[config.mk]
export PLATFORM = sky130hd
export DESIGN_NAME = cr_dequantizer
export DESIGN_NICKNAME = d
export VERILOG_FILES = /design/src/rtl/jpeg_pkg.sv /design/src/rtl/dequant_sat_mul.sv /design/src/rtl/cr_dequantizer.sv
export SDC_FILE = /design/constraint.sdc
export NUM_CORES = 1
export LEC_CHECK = 0
export BUFFER_PORTS_ARGS = -buffer_cell sky130_fd_sc_hd__buf_4
export CAP_MARGIN = 30
export CELL_PAD_IN_SITES_DETAIL_PLACEMENT = 1
export CELL_PAD_IN_SITES_GLOBAL_PLACEMENT = 2
export CORE_AREA = 2 2 278 280
export DETAILED_ROUTE_END_ITERATION = 12
export DIE_AREA = 0 0 280 282
export PLACE_DENSITY_LB_ADDON = 0.1
export SYNTH_ARGS = -nofsm -noshare
export SYNTH_HDL_FRONTEND = slang
export SYNTH_SLANG_ARGS = --single-unit
[constraint.sdc]
create_clock -name clk -period 58.8 [get_ports clk]
set_clock_uncertainty 0.05 [all_clocks]
set_input_delay 8.82 -clock clk [delete_from_list [all_inputs] [get_ports clk]]
set_output_delay 8.82 -clock clk [all_outputs]
set_load 0.05 [all_outputs]
[src/rtl/jpeg_pkg.sv]
// Shared JPEG datapath types: coefficient width, 8x8 block layout,
// saturation bounds and the dequantizer state encoding.
package jpeg_pkg;

    localparam int COEF_W   = 11;
    localparam int BLOCK_N  = 8;
    localparam int COEF_MAX = 1023;
    localparam int COEF_MIN = -1024;

    typedef logic signed [COEF_W-1:0] coef_t;
    typedef coef_t [BLOCK_N-1:0][BLOCK_N-1:0] coef_blk_t;

    typedef enum logic [1:0] {
        FILL,
        DRAIN,
        HOLD
    } deq_state_e;

endpackage

[src/rtl/dequant_sat_mul.sv]
// Registered coefficient x quantizer-step multiply followed by a saturate
// stage back to coefficient width; index and valid ride along with the data.
module dequant_sat_mul
    import jpeg_pkg::*;
(
    input  logic                     clk,
    input  logic                     rst,
    input  logic                     vld,
    input  logic [5:0]               idx,
    input  logic signed [COEF_W-1:0] coef,
    input  logic [7:0]               q,
    output logic                     res_vld,
    output logic [5:0]               res_idx,
    output logic signed [COEF_W-1:0] res,
    output logic                     res_sat
);

    // 11-bit signed x 9-bit (zero-extended) step: |product| < 2^18 always fits.
    localparam int PROD_W = 19;
    localparam logic signed [PROD_W-1:0] SAT_HI = PROD_W'(COEF_MAX);
    localparam logic signed [PROD_W-1:0] SAT_LO = PROD_W'(COEF_MIN);

    function automatic logic signed [COEF_W-1:0] sat_val(input logic signed [PROD_W-1:0] x);
        if (x > SAT_HI)
            return COEF_W'(COEF_MAX);
        else if (x < SAT_LO)
            return COEF_W'(COEF_MIN);
        else
            return x[COEF_W-1:0];
    endfunction

    function automatic logic is_sat(input logic signed [PROD_W-1:0] x);
        return (x > SAT_HI) || (x < SAT_LO);
    endfunction

    logic signed [PROD_W-1:0] coef_x;
    logic signed [PROD_W-1:0] q_x;
    logic signed [PROD_W-1:0] prod_full;
    logic signed [PROD_W-1:0] prod_p1;
    logic [5:0]               idx_p1;
    logic                     vld_p1;

    assign coef_x    = {{(PROD_W-COEF_W){coef[COEF_W-1]}}, coef};
    assign q_x       = {{(PROD_W-8){1'b0}}, q};
    assign prod_full = coef_x * q_x;

    // ---- stage boundary: product register ----
    always_ff @(posedge clk or posedge rst) begin
        if (rst)
            vld_p1 <= 1'b0;
        else
            vld_p1 <= vld;
    end

    always_ff @(posedge clk) begin
        if (vld) begin
            prod_p1 <= prod_full;
            idx_p1  <= idx;
        end
    end

    // ---- stage boundary: saturate, consumed by the caller's result register ----
    assign res_vld = vld_p1;
    assign res_idx = idx_p1;
    assign res     = sat_val(prod_p1);
    assign res_sat = is_sat(prod_p1);

endmodule

[src/rtl/cr_dequantizer.sv]
// Cr dequantizer: serial row-major coefficients in, scaled by Q_MATRIX and
// saturated, presented as a parallel 8x8 block with valid/ready on both sides.
module cr_dequantizer
    import jpeg_pkg::*;
#(
    parameter int Q_MATRIX [BLOCK_N][BLOCK_N] = '{default: 1}
)
(
    input  logic                     clk,
    input  logic                     rst,
    input  logic                     in_valid,
    output logic                     in_ready,
    input  logic signed [COEF_W-1:0] in_coef,
    output coef_blk_t                Z,
    output logic                     out_valid,
    input  logic                     out_ready,
    output logic                     sat_flag
);

    deq_state_e state;
    deq_state_e state_nxt;
    logic [5:0] k;
    logic [1:0] drain_cnt;
    logic       accept;
    logic       last_accept;
    logic       sat_int;

    logic                     vld_p0;
    logic [5:0]               k_p0;
    logic signed [COEF_W-1:0] coef_p0;
    logic [7:0]               q_p0;

    logic                     res_vld;
    logic [5:0]               res_idx;
    logic signed [COEF_W-1:0] res;
    logic                     res_sat;

    assign accept      = in_valid && in_ready;
    assign last_accept = accept && (k == 6'd63);

    always_ff @(posedge clk or posedge rst) begin
        if (rst)
            state <= FILL;
        else
            state <= state_nxt;
    end

    always_comb begin
        state_nxt = state;
        case (state)
            FILL:    if (last_accept) state_nxt = DRAIN;
            DRAIN:   if (drain_cnt == 2'd1) state_nxt = HOLD;
            HOLD:    if (out_ready) state_nxt = FILL;
            default: state_nxt = FILL;
        endcase
    end

    // in_ready stays low while rst is held so nothing is taken during reset.
    always_comb begin
        in_ready  = (state == FILL) && !rst;
        out_valid = (state == HOLD);
        sat_flag  = (state == HOLD) && sat_int;
    end

    // k wraps 63 -> 0 naturally; only accepted coefficients advance it.
    always_ff @(posedge clk or posedge rst) begin
        if (rst) begin
            k         <= '0;
            drain_cnt <= '0;
        end else begin
            if (accept)
                k <= k + 6'd1;
            if (last_accept)
                drain_cnt <= 2'd2;
            else if (state == DRAIN)
                drain_cnt <= drain_cnt - 2'd1;
        end
    end

    // ---- stage boundary p0: accepted coefficient and its index ----
    always_ff @(posedge clk or posedge rst) begin
        if (rst)
            vld_p0 <= 1'b0;
        else
            vld_p0 <= accept;
    end

    always_ff @(posedge clk) begin
        if (accept) begin
            coef_p0 <= in_coef;
            k_p0    <= k;
        end
    end

    assign q_p0 = 8'(Q_MATRIX[k_p0[5:3]][k_p0[2:0]]);

    dequant_sat_mul u_mul (
        .clk     (clk),
        .rst     (rst),
        .vld     (vld_p0),
        .idx     (k_p0),
        .coef    (coef_p0),
        .q       (q_p0),
        .res_vld (res_vld),
        .res_idx (res_idx),
        .res     (res),
        .res_sat (res_sat)
    );

    // ---- stage boundary p2: block buffer write and block-level saturation flag ----
    always_ff @(posedge clk or posedge rst) begin
        if (rst) begin
            Z       <= '0;
            sat_int <= 1'b0;
        end else begin
            if (res_vld)
                Z[res_idx[5:3]][res_idx[2:0]] <= res;
            if ((state == HOLD) && out_ready)
                sat_int <= 1'b0;
            else if (res_vld && res_sat)
                sat_int <= 1'b1;
        end
    end

endmodule

* Word-level counts from Yosys, hierarchy flattened
Memory sizes are Yosys's and may differ from the RTL's.
Cells that the tools add are included.
** Cells by class
- Add/sub/neg operators :: 2
- $mul :: 1
- Divide/modulo/power cells :: 0
- $lt $le $gt $ge :: 8
- Equality and inequality tests :: 7
- Shifts and indexed selects :: 0
- Mux-type cells :: 20
- Bitwise gates (word level) :: 2
- Reductions and logical operators :: 14
** Operator list (number)
- $bwmux 704 :: 1
- $mux 256 :: 2
- $demux 88 s3 :: 1
- $bmux 32 s3 :: 1
- $mux 88 :: 1
- $demux 11 s3 :: 1
- $mux 11 :: 3
- $gt 19x11->1 const B :: 1
- $lt 19x11->1 const B :: 1
- $mul 11x9->19 :: 1
- $mux 8 :: 2
- $mux 2 :: 5
- $ge 4x4->1 const B :: 2
- $logic_and 1x1->1 :: 8
- $lt 3x4->1 const B :: 2
- $not 3->4 :: 2
- $add 6x1->6 const B :: 1
- $eq 6x6->1 const B :: 1
- $ge 3x1->1 const B :: 2
- $pmux 2 s3 :: 1
- $eq 2x1->1 const B :: 2
- $ne 2x2->1 const B :: 2
- $reduce_bool 2->1 :: 2
- $reduce_and 3->1 :: 1
- other kinds (7) :: 8
** Storage, ports and cells
- Register bits after elaboration :: 759
- Bits in latches :: 0
- Memory bits (writable) :: 0
- Memory bits (read-only) :: 2048
- Input port bits :: 15
- Output and inout bits :: 707
- Logic and storage cells :: 129
- Memories :: 1
** Memory list
- (name not given) :: words 8, width 256, rd ports 1, clocked after memory_dff 0, wr ports 0, RTL line cr_dequantizer.sv:95 : assign q_p0 = 8'(Q_MATRIX[k_p0[5:3]][k_p0[2:0]]);

* Logic depth before layout (Yosys ltp)
Gate-level depths: netlist (run 1).
- Word-level depth :: 8
- Gate-level depth with buffers :: 6
- Depth with buffers taken out :: 4

* Cells and area by module
A second synthesis (run 1) with hierarchy kept.
** Unflattened totals
- Cells, all modules :: 2164
- Area total of the unflattened synthesis :: 32118.3 µm²
** Modules (own cells, without submodules)
- cr_dequantizer :: times used 1, cells an instance 1710, area each 27881.7 µm², seq. area each 18427.7 µm²
- dequant_sat_mul :: times used 1, cells an instance 454, area each 4236.6 µm², seq. area each 775.7 µm²

* Least setup slack after synthesis (run 1)
Ideal clock, no wire load.
- Path kind :: input to output
- Start :: input port rst
- End :: output port in_ready
- Arrival :: 9.865 ns
- Data required time :: 49.930 ns
- Slack :: 40.065 ns
- Stages on the path :: 1
- Path buffers :: 0
- Cells stage by stage :: nor3_1
** On the way
- Cells in the longest elaborated chain, start to end :: 2
** Ends and longest elaborated chain
- start, declared :: RTL line cr_dequantizer.sv:10 : input logic rst,
- $logic_not 1->1 (no line)
- $logic_and 1x1->1 :: RTL line cr_dequantizer.sv:60 : in_ready = (state == FILL) && !rst;
- end, declared :: RTL line cr_dequantizer.sv:12 : output logic in_ready,
Every way passes these cells.

* Final worst setup path (run 1)
Same ends and word-level chain as after synthesis.

==> results of run 1 <==
[path summary, 6_finish.rpt]
| check | slack [ps] | endpoint | cells after the start |
|---|---|---|---|
| max | 40500 | in_ready | 3 |
| max reg2reg | 56050 | Z[262] | 3 |
| min reg2reg | 360 | u_mul.prod_p1[0] | 0 |
| max in group asynchronous | 48230 | Z[501] | 5 |
| min | 360 | u_mul.prod_p1[0] | 0 |
| min in group asynchronous | 8350 | sat_int | 2 |
[cell usage in the layout (no fill, tap or decap), types with 4 or more instances in the layout]
master,instances
buf_4,769
dfrtp_1,717
mux2_2,701
clkbuf_16,88
edfxtp_1,34
nor2_1,28
nand2_1,28
clkbuf_1,25
clkbuf_8,22
clkinv_2,15
buf_16,5
nand2b_1,4
nand4_1,4
mux2_1,4
xnor2_1,4
[kinds of logic (layout without fill, tap and decap cells)]
kind of cell	Yosys count	in the layout
flip-flops	751	751
multiplexers	705	705
buffers and inverters	155	937
AND/OR/NAND/NOR	100	100
XOR/XNOR	6	6
AO/OA/AOI/OAI	4	4
adder cells (fa/ha/maj)	2	2
other	0	3
[per-stage QoR]
step                      utilization [%]  setup WS [ps]  cell area [sq um]  power [mW]  instances
after floorplan                         -          29820              28400       0.768       1723
after global placement               45.6          40510              34600       0.862       3303
after detailed placement             45.9          40520              34800       0.868       3323
after CTS                            49.6          40510              37500        1.40       3478
after global routing                 49.7          40480              37600        1.43       3484
final                                49.7          40500              37600        1.38       3486
[metal layers]
metal  up-vias  track usage [%]  wire [microns]
met5         -                0               0
met4         0             7.49            2740
met3       129             5.51            5030
met2       459             43.5           51300
met1      9355             30.0           39400
li1       7442                -               -
[final cells by class]
type                            count  area, sq um
Tap cell                          978         1220
Multi-Input combinational cell    817         8680
Fill cell                        7464        38100
Sequential cell                   751        19000
Antenna cell                        3         7.51
Clock buffer                      135         2600
Timing Repair Buffer              778         5960
Clock inverter                     20          155
Inverter                            4         22.5
[critical path, delay by kind of cell]
kind,cells,cell delay (ps)
buffers and inverters,2,400
and+or+nand+nor,1,210
[registers in the layout, indices dropped and copies added, names as in the netlist]
register       cells
coef_p0           11
sat_int            1
k                  6
Z                704
u_mul.prod_p1     11
u_mul.res_idx      6
drain_cnt          2
vld_p0             1
state              2
k_p0               6
u_mul.res_vld      1
[where the power goes]
part | switching [mW] | internal (mW) | leakage, nW | total [mW]
logic | 0.191 | 0.0783 | 8.26 | 0.270
registers | 0.0252 | 0.561 | 10.1 | 0.586
clock network | 0.215 | 0.307 | 1.37 | 0.522
==> results.sh, run 1 <==
export IMPL_rsz0062_at_grt="false"
export IMPL_crit_fanout=3
export IMPL_syn_area_sq_um=28400
export IMPL_dieArea_sq_um=79000
export IMPL_p_leak_nw=19.7
export IMPL_fp_dieH_microns=282
export IMPL_endpoint_kind="output pin"
export IMPL_cts_tree="done"
export IMPL_final_hold_viol_count=0
export IMPL_crit_chain="buf_4 > nor3_1 > buf_4"
export IMPL_period_minus_slack_ps=18300
export IMPL_final_max_slew_viol_count=0
export IMPL_finalCritPeriodShare_pct=31.1
export IMPL_worst_pin_slew_ps=1060
export IMPL_clk_latency_ps=620
export IMPL_track_usage_pct=24.6
export IMPL_synthesis_nets=1740
export IMPL_yosysMostFrequentCell="dfrtp_1"
export IMPL_cts_setup_buffers=0
export IMPL_synth_simple_gate_area_share_pct=2.17
export IMPL_postRouteAntennaNets=0
export IMPL_synth_area_per_cell_sq_um=16.5
export IMPL_port_buffers=721
export IMPL_dp_hpwl_microns=67900
export IMPL_synth_area_mux_share_pct=28.0
export IMPL_wire_per_inst_microns=28.3
export IMPL_yosysSeqAreaShare_pct=66.9
export IMPL_hold_class="register to register"
export IMPL_grt_pass1_wl_microns=141000
export IMPL_wl_microns=98500
export IMPL_cts_root_buffer="clkbuf_16"
export IMPL_synth_top_family_by_area="multiplexers"
export IMPL_syn2layout_area_growth_pct=32.7
export IMPL_first_global_vias=18861
export IMPL_clk_pin_slew_ps=60
export IMPL_maxCapViolCount=0
export IMPL_firstDrtPassIters=4
export IMPL_synth_seq_cells=751
export IMPL_whs_ps=361
export IMPL_nNetsFinal=2453
export IMPL_synth_main_ff_cell="dfrtp_1"
export IMPL_power_density_nw_per_um2=36.6
export IMPL_die_x_microns=280
export IMPL_arrival_ps=9430
export IMPL_num_io_pins=722
export IMPL_start_util_pct=37.5
export IMPL_synth_compound_area_share_pct=0.0882
export IMPL_core_sq_um=75700
export IMPL_h_tree_depth=3
export IMPL_cts_sink_count=751
export IMPL_crit_required_ps=49930
export IMPL_synth_edf_count=34
export IMPL_yosys_top_cells_count="dfrtp_1 (717), mux2_2 (701), clkbuf_1 (67)"
export IMPL_rows=101
export IMPL_setup_viol=0
export IMPL_grt_antenna_before_repair=2
export IMPL_hold_start="coef_p0[0]"
export IMPL_cts_made_buffers=84
export IMPL_overflow=0
export IMPL_synth_top_area_cell="dfrtp_1"
export IMPL_max_stage_delay_ps=250
export IMPL_timing_fmax_ghz=0.0547
export IMPL_crit_path_start="rst"
export IMPL_drive_gt1_share_pct=64.8
export IMPL_drt_iter0_markers=855
export IMPL_status="finished clean"
export IMPL_ys_warn_count=0
export IMPL_num_vias=17385
export IMPL_timing_rr_start="u_mul.res_idx[0]"
export IMPL_ys_async_sr_fraction_pct=95.5
export IMPL_drc=0
export IMPL_routed_via_density=4.99
export IMPL_setup_tns_ps=0
export IMPL_synth_adder_area_share_pct=0.0882
export IMPL_synth_top_area_share_pct=63.3
export IMPL_syn_inst=1723
export IMPL_synth_xor_area_share_pct=0.185
export IMPL_synth_top_cells_by_area="dfrtp_1 (63%), mux2_2 (28%), edfxtp_1 (3.6%), buf_2 (0.97%), clkbuf_1 (0.89%)"
export IMPL_start_kind="primary input"
export IMPL_synth_cell_types=38
export IMPL_slowest_stage="buf_4"
export IMPL_max_slew_margin_pct=29.4
export IMPL_ctsLongestPathBuffers=3
export IMPL_critPathKind="primary input to output pin"
export IMPL_place_gp_congestion=0.801
export IMPL_cts_hold_fix_buffers=0
export IMPL_post_cts_resize_count=0
export IMPL_grt_max_degree=171
export IMPL_peakVddDrop_mv=0.0251
export IMPL_crit_top_cell="buf_4"
Power figures use the tool's default switching activity.
==> inputs of run 2 (changes only) <==
--- a/config.mk
+++ b/config.mk
@@ -9,9 +9,9 @@
 export CAP_MARGIN = 30
 export CELL_PAD_IN_SITES_DETAIL_PLACEMENT = 1
 export CELL_PAD_IN_SITES_GLOBAL_PLACEMENT = 2
-export CORE_AREA = 2 2 278 280
+export CORE_MARGIN = 2
+export CORE_UTILIZATION = 37
 export DETAILED_ROUTE_END_ITERATION = 12
-export DIE_AREA = 0 0 280 282
 export PLACE_DENSITY_LB_ADDON = 0.1
 export SYNTH_ARGS = -nofsm -noshare
 export SYNTH_HDL_FRONTEND = slang
==> constraint.sdc (replaced) <==
create_clock -name clk -period 17.3 [get_ports clk]
set_clock_uncertainty 0.05 [all_clocks]
set_input_delay 2.595 -clock clk [delete_from_list [all_inputs] [get_ports clk]]
set_output_delay 2.595 -clock clk [all_outputs]
set_load 0.05 [all_outputs]
==> run 2 against run 1 <==
Via count decreased by 0.25%. Global-route usage about the same. Non-clock buffer count fell by 7. First-iteration DRC count is 11% lower. Cell count rose by 0.95%. Critical path depth unchanged. Clock power grew to 3.3 times the previous value. Die area fell by 0.12%. Routed wire length fell by 0.67%. Setup slack got worse by 29000 ps. Count of clock-buffer cells in the layout fell by 5. Critical endpoint unchanged. Register-to-register slack got worse by 42000 ps.
==> results.sh, run 2 (same netlist as run 1, synthesis figures left out) <==
export IMPL_final_max_slew_viol_count=0
export IMPL_crit_fanout=3
export IMPL_cts_root_buffer="clkbuf_16"
export IMPL_start_kind="primary input"
export IMPL_dp_hpwl_microns=67900
export IMPL_arrival_ps=3130
export IMPL_crit_required_ps=14660
export IMPL_endpoint_kind="output pin"
export IMPL_firstDrtPassIters=4
export IMPL_cts_setup_buffers=0
export IMPL_multiInputGateArea_sq_um=8670
export IMPL_overflow=0
export IMPL_wl_microns=97800
export IMPL_cts_sink_count=751
export IMPL_setup_ws_ps=11530
export IMPL_num_vias=17342
export IMPL_rows=101
export IMPL_place_gp_congestion=0.797
export IMPL_worst_pin_slew_ps=1150
export IMPL_timing_rr_start="u_mul.res_idx[0]"
export IMPL_fin_cells=3519
export IMPL_period_minus_slack_ps=5770
export IMPL_clk_latency_ps=610
export IMPL_layout_commonest_cell="buf_4"
export IMPL_h_tree_depth=3
export IMPL_crit_path_start="rst"
export IMPL_first_global_vias=18905
export IMPL_regMostFlops="Z"
export IMPL_max_slew_margin_pct=23.2
export IMPL_peakVddDrop_mv=0.0751
export IMPL_drc=0
export IMPL_setup_viol=0
export IMPL_post_cts_resize_count=0
export IMPL_track_usage_pct=24.6
export IMPL_register_area_sq_um=19000
export IMPL_num_io_pins=722
export IMPL_cts_made_buffers=82
export IMPL_p_leak_nw=19.6
export IMPL_clk_pin_slew_ps=60
export IMPL_grt_max_degree=191
export IMPL_top_regs="Z (704), coef_p0 (11), u_mul.prod_p1 (11)"
export IMPL_post_place_ws_ps=11410
export IMPL_regToRegSetupSlack_ps=14450
export IMPL_power_density_nw_per_um2=123
export IMPL_setup_tns_ps=0
export IMPL_cts_tree="done"
export IMPL_reg2reg_to="Z[524]"
export IMPL_grt_pass1_wl_microns=140000
export IMPL_nFillCells=7455
export IMPL_final_hold_viol_count=0
export IMPL_nNetsFinal=2444
export IMPL_routed_via_density=4.93
export IMPL_syn2layout_area_growth_pct=32.3
export IMPL_timing_fmax_ghz=0.173
export IMPL_drt_iter0_markers=762
export IMPL_numPlacedInstances=3370
export IMPL_critPathKind="primary input to output pin"
export IMPL_ctsLongestPathBuffers=3
export IMPL_start_util_pct=37.3
export IMPL_maxCapViolCount=0
export IMPL_hold_start="k_p0[2]"
export IMPL_dieArea_sq_um=78900
export IMPL_holdPathStages=0
export IMPL_grt_antenna_before_repair=0
export IMPL_hold_class="register to register"
export IMPL_core_sq_um=75900
export IMPL_largest_reg_flops=704
export IMPL_layout_common_cells="buf_4 (758), dfrtp_1 (717), mux2_2 (701)"
export IMPL_fp_dieH_microns=281
export IMPL_drive_gt1_share_pct=64.7
export IMPL_finalCritPeriodShare_pct=33.4
export IMPL_port_buffers=721
export IMPL_postRouteAntennaNets=0
export IMPL_cts_hold_fix_buffers=0
export IMPL_rsz0062_at_grt="false"
export IMPL_status="finished clean"
export IMPL_design_power_total_mw=4.62
export IMPL_hold_path_endpoint="u_mul.res_idx[2]"
export IMPL_ff2ff_path_depth=3
export IMPL_wire_per_inst_microns=27.8
export IMPL_die_x_microns=281
==> run 2: critical path, stage by stage <==
cell	delay [ps]
buf_4	140
nor3_1	160
buf_4	230
==> run 2: cell type report <==
cell class	instances	share of cell area, %
multi-input combinational	817	23.1
clock inverter	15	0.210
sequential	751	50.6
timing repair buffer	771	15.8
tap	1030	3.44
inverter	4	0.0500
clock buffer	130	6.82
antenna	1	0.00667
==> run 2: metal layers <==
layer	part of all wire, %	vias to the layer above	global-route usage [%]
met5	0	-	0
met4	4.4	0	10.5
met3	6.2	161	6.63
met2	51	478	42.7
met1	38	9296	28.7
li1	-	7407	-
==> run 2: report_power, final <==
| part | internal (mW) | leakage, nW | switching, mW |
|---|---|---|---|
| sequential | 1.91 | 10.1 | 0.0858 |
| combinational | 0.265 | 8.22 | 0.650 |
| clock | 1.01 | 1.31 | 0.706 |
==> run 2: per-stage QoR <==
step           hold slack [ps]  instance area (sq um)  util, %
2_1_floorplan              350                  28400        -
3_3_place_gp               354                  34600     45.6
3_5_place_dp               356                  34800     45.9
4_1_cts                    366                  37500     49.3
5_1_grt                    367                  37500     49.4
6_report                   366                  37500     49.4
==> run 2: worst max-delay path by stage <==
stage / endpoint / slack, ps / depth (start not counted)
floorplan: Z[0] / 4840 / 1
global placement: Z[453] / 11150 / 5
detailed placement: Z[456] / 11410 / 6
CTS: in_ready / 11510 / 3
global route: in_ready / 11510 / 3
finish: in_ready / 11530 / 3
